<file path="src/rtl/spi_la_pkg.sv">
// Shared constants for the SPI logic-analyzer capture path: state encoding,
// byte width and the post-capture frame counter ceiling.
package spi_la_pkg;

  localparam int BYTE_W = 8;

  localparam logic [1:0] ST_IDLE    = 2'd0;
  localparam logic [1:0] ST_ARMED   = 2'd1;
  localparam logic [1:0] ST_CAPTURE = 2'd2;
  localparam logic [1:0] ST_DONE    = 2'd3;

  localparam logic [BYTE_W-1:0] POST_FRAMES_MAX = 8'd255;

  typedef enum logic [1:0] {
    IDLE    = ST_IDLE,
    ARMED   = ST_ARMED,
    CAPTURE = ST_CAPTURE,
    DONE    = ST_DONE
  } cap_state_e;

endpackage

</file>
<file path="src/rtl/spi_capture_buf.sv">
// DEPTH x 8 simple dual-port capture buffer: synchronous write, registered read.
// A read that hits the address being written in the same cycle returns the new byte.
module spi_capture_buf
  import spi_la_pkg::*;
#(
  parameter int DEPTH = 16,
  parameter int AW    = $clog2(DEPTH)
) (
  input  logic              clk,
  input  logic              rst,
  input  logic              we_i,
  input  logic [AW-1:0]     waddr_i,
  input  logic [BYTE_W-1:0] wdata_i,
  input  logic              re_i,
  input  logic [AW-1:0]     raddr_i,
  output logic [BYTE_W-1:0] rdata_o
);

  logic [BYTE_W-1:0] mem_q [DEPTH];
  logic [BYTE_W-1:0] rdata_q;

  // Storage is deliberately not reset.
  always_ff @(posedge clk) begin
    if (we_i) mem_q[waddr_i] <= wdata_i;
  end

  always_ff @(posedge clk or posedge rst) begin
    if (rst) begin
      rdata_q <= '0;
    end else if (re_i) begin
      rdata_q <= (we_i && (waddr_i == raddr_i)) ? wdata_i : mem_q[raddr_i];
    end
  end

  assign rdata_o = rdata_q;

endmodule

</file>
<file path="src/rtl/spi_capture_ctrl.sv">
// Arm / trigger / capture / readout sequencer for one SPI byte decoder.
// Optional idle timeout in CAPTURE is built when SPI_CAPTURE_TIMEOUT_EN is defined.
module spi_capture_ctrl
  import spi_la_pkg::*;
#(
  parameter int DEPTH = 16,
`ifdef SPI_CAPTURE_TIMEOUT_EN
  parameter int TIMEOUT_CYCLES = 65535,
`endif
  parameter int AW = $clog2(DEPTH)
) (
  input  logic              clk,
  input  logic              rst,
  input  logic              arm,
  input  logic              abort,
  input  logic [BYTE_W-1:0] trig_byte,
  input  logic [BYTE_W-1:0] trig_mask,
  input  logic [AW:0]       capture_len,
  input  logic [BYTE_W-1:0] dec_data,
  input  logic              dec_valid,
  input  logic              dec_detected,
  output logic              dec_detect_only,
  output logic              busy,
  output logic              done,
  output logic              timeout,
  input  logic              rd_en,
  output logic [BYTE_W-1:0] rd_data,
  output logic              rd_valid,
  output logic              rd_empty,
  output logic [BYTE_W-1:0] post_frames,
  output cap_state_e        dbg_state
);

  localparam logic [AW:0] DEPTH_L = (AW + 1)'(DEPTH);
  localparam logic [AW:0] PTR_ONE = (AW + 1)'(1);

  cap_state_e        state_q, state_d;
  logic [AW:0]       wr_ptr_q, wr_ptr_d;
  logic [AW:0]       rd_ptr_q, rd_ptr_d;
  logic [AW:0]       len_q, len_d;
  logic [BYTE_W-1:0] post_q, post_d;
  logic              wen_q, wen_d;
  logic [AW-1:0]     waddr_q, waddr_d;
  logic [BYTE_W-1:0] wdata_q, wdata_d;
  logic              rd_valid_q, rd_valid_d;

  logic [AW:0] wr_next;
  logic [AW:0] len_eff;
  logic        trig_hit;
  logic        arm_accept;
  logic        rd_accept;
  logic        rd_empty_w;

  assign wr_next    = wr_ptr_q + PTR_ONE;
  assign len_eff    = ((capture_len == '0) || (capture_len > DEPTH_L)) ? DEPTH_L : capture_len;
  assign trig_hit   = ((dec_data ^ trig_byte) & trig_mask) == '0;
  assign arm_accept = arm && !abort && ((state_q == IDLE) || (state_q == DONE));
  assign rd_empty_w = (state_q != DONE) || (rd_ptr_q == wr_ptr_q);
  assign rd_accept  = rd_en && !rd_empty_w && !abort && !arm_accept;

`ifdef SPI_CAPTURE_TIMEOUT_EN
  localparam int TW = $clog2(TIMEOUT_CYCLES + 1);

  logic [TW-1:0] tmo_cnt_q;
  logic          tmo_flag_q;
  logic          tmo_fire;

  // A final byte landing on the limit cycle completes normally, not as a timeout.
  assign tmo_fire = (state_q == CAPTURE) && (tmo_cnt_q == TW'(TIMEOUT_CYCLES - 1)) &&
                    !(dec_valid && (wr_next == len_q));

  always_ff @(posedge clk or posedge rst) begin
    if (rst) begin
      tmo_cnt_q  <= '0;
      tmo_flag_q <= 1'b0;
    end else begin
      if (dec_detected || ((state_q != CAPTURE) && (state_d == CAPTURE))) tmo_cnt_q <= '0;
      else if (state_q == CAPTURE) tmo_cnt_q <= tmo_cnt_q + TW'(1);

      if (abort || arm_accept) tmo_flag_q <= 1'b0;
      else if (tmo_fire) tmo_flag_q <= 1'b1;
    end
  end

  assign timeout = tmo_flag_q;
`else
  assign timeout = 1'b0;
`endif

  always_comb begin
    state_d    = state_q;
    wr_ptr_d   = wr_ptr_q;
    rd_ptr_d   = rd_accept ? (rd_ptr_q + PTR_ONE) : rd_ptr_q;
    len_d      = len_q;
    post_d     = post_q;
    wen_d      = 1'b0;
    waddr_d    = wr_ptr_q[AW-1:0];
    wdata_d    = dec_data;
    rd_valid_d = rd_accept;

    if (abort) begin
      state_d = IDLE;
    end else if (arm_accept) begin
      state_d  = ARMED;
      wr_ptr_d = '0;
      rd_ptr_d = '0;
      post_d   = '0;
      len_d    = len_eff;
    end else begin
      unique case (state_q)
        ARMED: begin
          if (dec_valid && trig_hit) begin
            wen_d    = 1'b1;
            waddr_d  = '0;
            wr_ptr_d = PTR_ONE;
            state_d  = (len_q == PTR_ONE) ? DONE : CAPTURE;
          end
        end
        CAPTURE: begin
          if (dec_valid) begin
            wen_d    = 1'b1;
            wr_ptr_d = wr_next;
            if (wr_next == len_q) state_d = DONE;
          end
`ifdef SPI_CAPTURE_TIMEOUT_EN
          if (tmo_fire) state_d = DONE;
`endif
        end
        DONE: begin
          if (dec_detected && (post_q != POST_FRAMES_MAX)) post_d = post_q + 8'd1;
        end
        default: ;
      endcase
    end
  end

  always_ff @(posedge clk or posedge rst) begin
    if (rst) begin
      state_q    <= IDLE;
      wr_ptr_q   <= '0;
      rd_ptr_q   <= '0;
      len_q      <= '0;
      post_q     <= '0;
      wen_q      <= 1'b0;
      waddr_q    <= '0;
      wdata_q    <= '0;
      rd_valid_q <= 1'b0;
    end else begin
      state_q    <= state_d;
      wr_ptr_q   <= wr_ptr_d;
      rd_ptr_q   <= rd_ptr_d;
      len_q      <= len_d;
      post_q     <= post_d;
      wen_q      <= wen_d;
      waddr_q    <= waddr_d;
      wdata_q    <= wdata_d;
      rd_valid_q <= rd_valid_d;
    end
  end

  spi_capture_buf #(
    .DEPTH (DEPTH),
    .AW    (AW)
  ) u_buf (
    .clk     (clk),
    .rst     (rst),
    .we_i    (wen_q),
    .waddr_i (waddr_q),
    .wdata_i (wdata_q),
    .re_i    (rd_accept),
    .raddr_i (rd_ptr_q[AW-1:0]),
    .rdata_o (rd_data)
  );

  assign busy            = (state_q == ARMED) || (state_q == CAPTURE);
  assign dec_detect_only = !busy;
  assign done            = (state_q == DONE);
  assign rd_valid        = rd_valid_q;
  assign rd_empty        = rd_empty_w;
  assign post_frames     = post_q;
  assign dbg_state       = state_q;

endmodule

</file>
<file path="config.mk">
export PLATFORM = sky130hd
export DESIGN_NAME = spi_capture_ctrl
export DESIGN_NICKNAME = d
export VERILOG_FILES = /design/src/rtl/spi_la_pkg.sv /design/src/rtl/spi_capture_buf.sv /design/src/rtl/spi_capture_ctrl.sv
export SDC_FILE = /design/constraint.sdc
export NUM_CORES = 1
export LEC_CHECK = 0
export BUFFER_PORTS_ARGS = -buffer_cell sky130_fd_sc_hd__buf_2
export CAP_MARGIN = 20
export CORE_MARGIN = 2
export CORE_UTILIZATION = 50
export CTS_BUF_LIST = sky130_fd_sc_hd__clkbuf_8
export CTS_CLUSTER_DIAMETER = 80
export DETAILED_ROUTE_END_ITERATION = 8
export GPL_ROUTABILITY_DRIVEN = 0
export PLACE_DENSITY = 0.75
export SLEW_MARGIN = 20
export SYNTH_ARGS = -nofsm -noshare
export SYNTH_HDL_FRONTEND = slang
export SYNTH_SLANG_ARGS = --single-unit
export TNS_END_PERCENT = 10
</file>
<file path="constraint.sdc">
create_clock -name clk -period 5.3 [get_ports clk]
set_input_delay 1.06 -clock clk [delete_from_list [all_inputs] [get_ports clk]]
set_output_delay 1.06 -clock clk [all_outputs]
set_load 0.1 [all_outputs]
</file>
==> summary.txt <==
outcome = finished clean
WHS Endpoint = u_buf.rdata_o[6]
initial DRC count = 428
crit-path max cell delay = 0.85 ns
Post-DP HPWL = 9.95 mm
Switching Fraction = 34.4%
Final Hold Fails = 0
cts hold-fix bufs = 0
commonest cells after routing, fill and taps aside = 128 x edfxtp_1, 58 x buf_2, 46 x dfrtp_1, 37 x nor2_1, 27 x nand2_1
ordered list of cells on the worst path = xnor2_1 -> nand3_1 -> o21ai_1 -> buf_2
fmax = 303 MHz
Net count, final = 564
initial antenna violation count = 0
Worst Setup SP = rd_ptr_q[2]
RSZ-0062 raised after global routing = no
critical path depth = 4
area share of xor/xnor cells in the synthesized design = 3.71%
number of I/O pins = 60
worst r2r dst = u_buf.rdata_o[5]
Seq pwr share = 51.5%
simple-gate portion of the synthesized area = 8.04%
Util after Layout = 56.7%
Compound-Gate Fraction of Synth Area = 3.40%
slowest cell on the critical path = dfrtp_1
fraction of layout instances using a drive strength above 1 = 22.0%
Setup TNS = 0 ns
largest family of logic cells by synthesized area = multiplexers
LEAKAGE = 3.08 nW
DRC viols = 0
Final setup viols = 0
leading cell type in the layout, fill and taps excluded = edfxtp_1
Rel. slew slack = 36.1%
CP arrival = 2.24 ns
Post-Syn Nets = 507
clk sinks = 175
Congestion Overflow GR = 0
CTS buffer count = 17
synthesized instance count = 463
P_int = 0.00208 W
Mapped Area = 7550 sq um
fin crit period = 3.30 ns
clock share of power = 25.6%
Syn Area/Cell = 16.3 sq um
CTS tree = built
synth unique cells = 52
starting density of the core = 51.5%
Period Utilization, post-route = 62.2%
DR WL/cell = 20.3 microns
post-synthesis mux area share = 14.7%
Synth Area in Adders = 1.33%
R2R setup slack = 2.54 ns
max-cap viol count = 0
CTS HTree Levels = 4
1st-pass router iterations = 6
Comb power frac = 22.9%
Worst VDD drop = 0.000494 V
peak fanout along the critical path = 13
Startpoint Class = register
port buffer count = 58
Detail Route Antenna Nets = 0
crit end category = primary output
NetSw = 0.00109 W
synth-to-layout area growth = 10.0%
Die Y = 127 microns
min-delay worst type = register to register
worst-case reg-to-reg path depth = 5
post-synthesis register bit count = 175
fin area = 8300 sq um
ys async rst share = 26.9%
final wirelength = 14.6 mm
Placeable Area = 14600 sq um
Post-synth EDFFs = 128
clk_lat worst skew = 0.46 ns
crit path buf inv count = 1
RR Startpoint = rd_ptr_q[0]
Worst Path Required = 4.24 ns
row cnt = 44
n_diodes = 0
placed inst area = 7960 sq um
fillers = 1146
P per Cell Area = 381 nW/um^2
number of global-route vias before repair = 4357
startpoint of the worst hold path = u_buf.rdata_o[6]
largest net degree at the start of global routing = 48
worst hold path cell count = 2
Avg Vias per Cell = 5.81
max-slew violations = 0
die area = 16100 sq um
Layout Cells excl Fill = 717
YS warnings = 0
Design Power = 0.00317 W
ys flop type = edfxtp_1
CP delay by family, top = flip-flops
DR vias = 4163
post-CTS sizing = 0
global-route wire length before repair = 23.4 mm
post-synthesis sequential area ratio = 66.5%
measured slew at the worst slew-check pin = 0.954 ns
Clock transition at path regs = 0.08 ns
Setup CP Type = register to primary output
Root Buffer = clkbuf_8
Die W = 127 microns
skew final = 0.00938 ns
setup bufs post-CTS = 0
GRT Util Overall = 19.5%
maximum root-to-sink buffer count = 2
placed cells = 685
routing by layer:
layer  track usage (%)  share of wire (%)  up-vias
li1                  -                  -     1905
met1              27.9                 44     2088
met2              29.7                 47      157
met3              4.98                7.3       13
met4              6.66                1.5        0
met5                 0                  0        -
cells in the mapped netlist, types with 7 or more instances:
cell type / count / area [sq um]
mux4_1: 20 / 526
o21ai_1: 8 / 40.0
edfxtp_1: 128 / 3840
nor2_1: 38 / 143
a21oi_1: 13 / 65.1
mux2i_1: 12 / 120
clkbuf_1: 12 / 45.0
ha_1: 8 / 100
xnor2_1: 15 / 131
xor2_1: 17 / 149
nand3b_1: 8 / 60.1
nand3_1: 11 / 55.1
nor3_1: 9 / 45.0
dfrtp_1: 47 / 1180
mux4_2: 20 / 450
nand2_1: 27 / 101
inv_1: 7 / 26.3
nand4_1: 9 / 56.3
worst max-delay path by stage:
stage | to | slack [ns]
2_1_floorplan | rd_empty | 1.32
3_3_place_gp | rd_ptr_q[4] | 2.45
3_5_place_dp | rd_ptr_q[4] | 2.34
4_1_cts | rd_empty | 1.92
5_1_grt | rd_empty | 1.80
6_report | rd_empty | 2.00
kinds of logic (layout without fill, tap and decap cells):
logic type,Yosys count,after routing
multiplexers,53,53
adder cells (fa/ha/maj),8,8
AND/OR/NAND/NOR,123,123
buffers and inverters,30,100
AO/OA/AOI/OAI,41,41
XOR/XNOR,32,32
flip-flops,175,175
other,1,1
power by group through the flow:
stage | sequential [W] | clock (W) | combinational (W)
6_report | 0.00163 | 0.000810 | 0.000727
5_1_grt | 0.00164 | 0.000882 | 0.000779
4_1_cts | 0.00163 | 0.000825 | 0.000726
3_5_place_dp | 0.00166 | 0 | 0.000724
3_3_place_gp | 0.00165 | 0 | 0.000711
2_1_floorplan | 0.00181 | 0 | 0.000423
registers in the layout, summed over array words and instances (netlist names):
name / cells
len_q: 5
post_frames: 8
rd_valid: 1
dbg_state: 2
u_buf.rdata_o: 8
rd_ptr_q: 5
wen_q: 1
wr_ptr_q: 5
waddr_q: 4
u_buf.mem_q: 128
wdata_q: 8
worst reg2reg max path, delay by kind of cell, from the launching register on:
kind,cells,cell delay (ns)
flip-flops,1,0.66
multiplexers,3,1.40
AO/OA/AOI/OAI,1,0.10
buffers and inverters,1,0.46
layout make-up:
cell class              instances  area [sq um]  share of cell area, %
clock buffers                  17           234                   2.82
clock inverters                15           106                   1.28
inverters                       7          27.5                  0.331
multi-input cells             258          2370                   28.6
flip-flops and latches        175          5020                   60.5
well taps                     184           230                   2.77
repair buffers                 61           313                   3.77
through the flow:
stage | hold slack, ns | setup slack [ns]
after floorplan | 0.481 | 1.32
after global placement | 0.509 | 2.45
after detailed placement | 0.514 | 2.34
after CTS | 0.536 | 1.92
after global routing | 0.568 | 1.80
final | 0.532 | 2.00
Power figures use the tool's default switching activity.
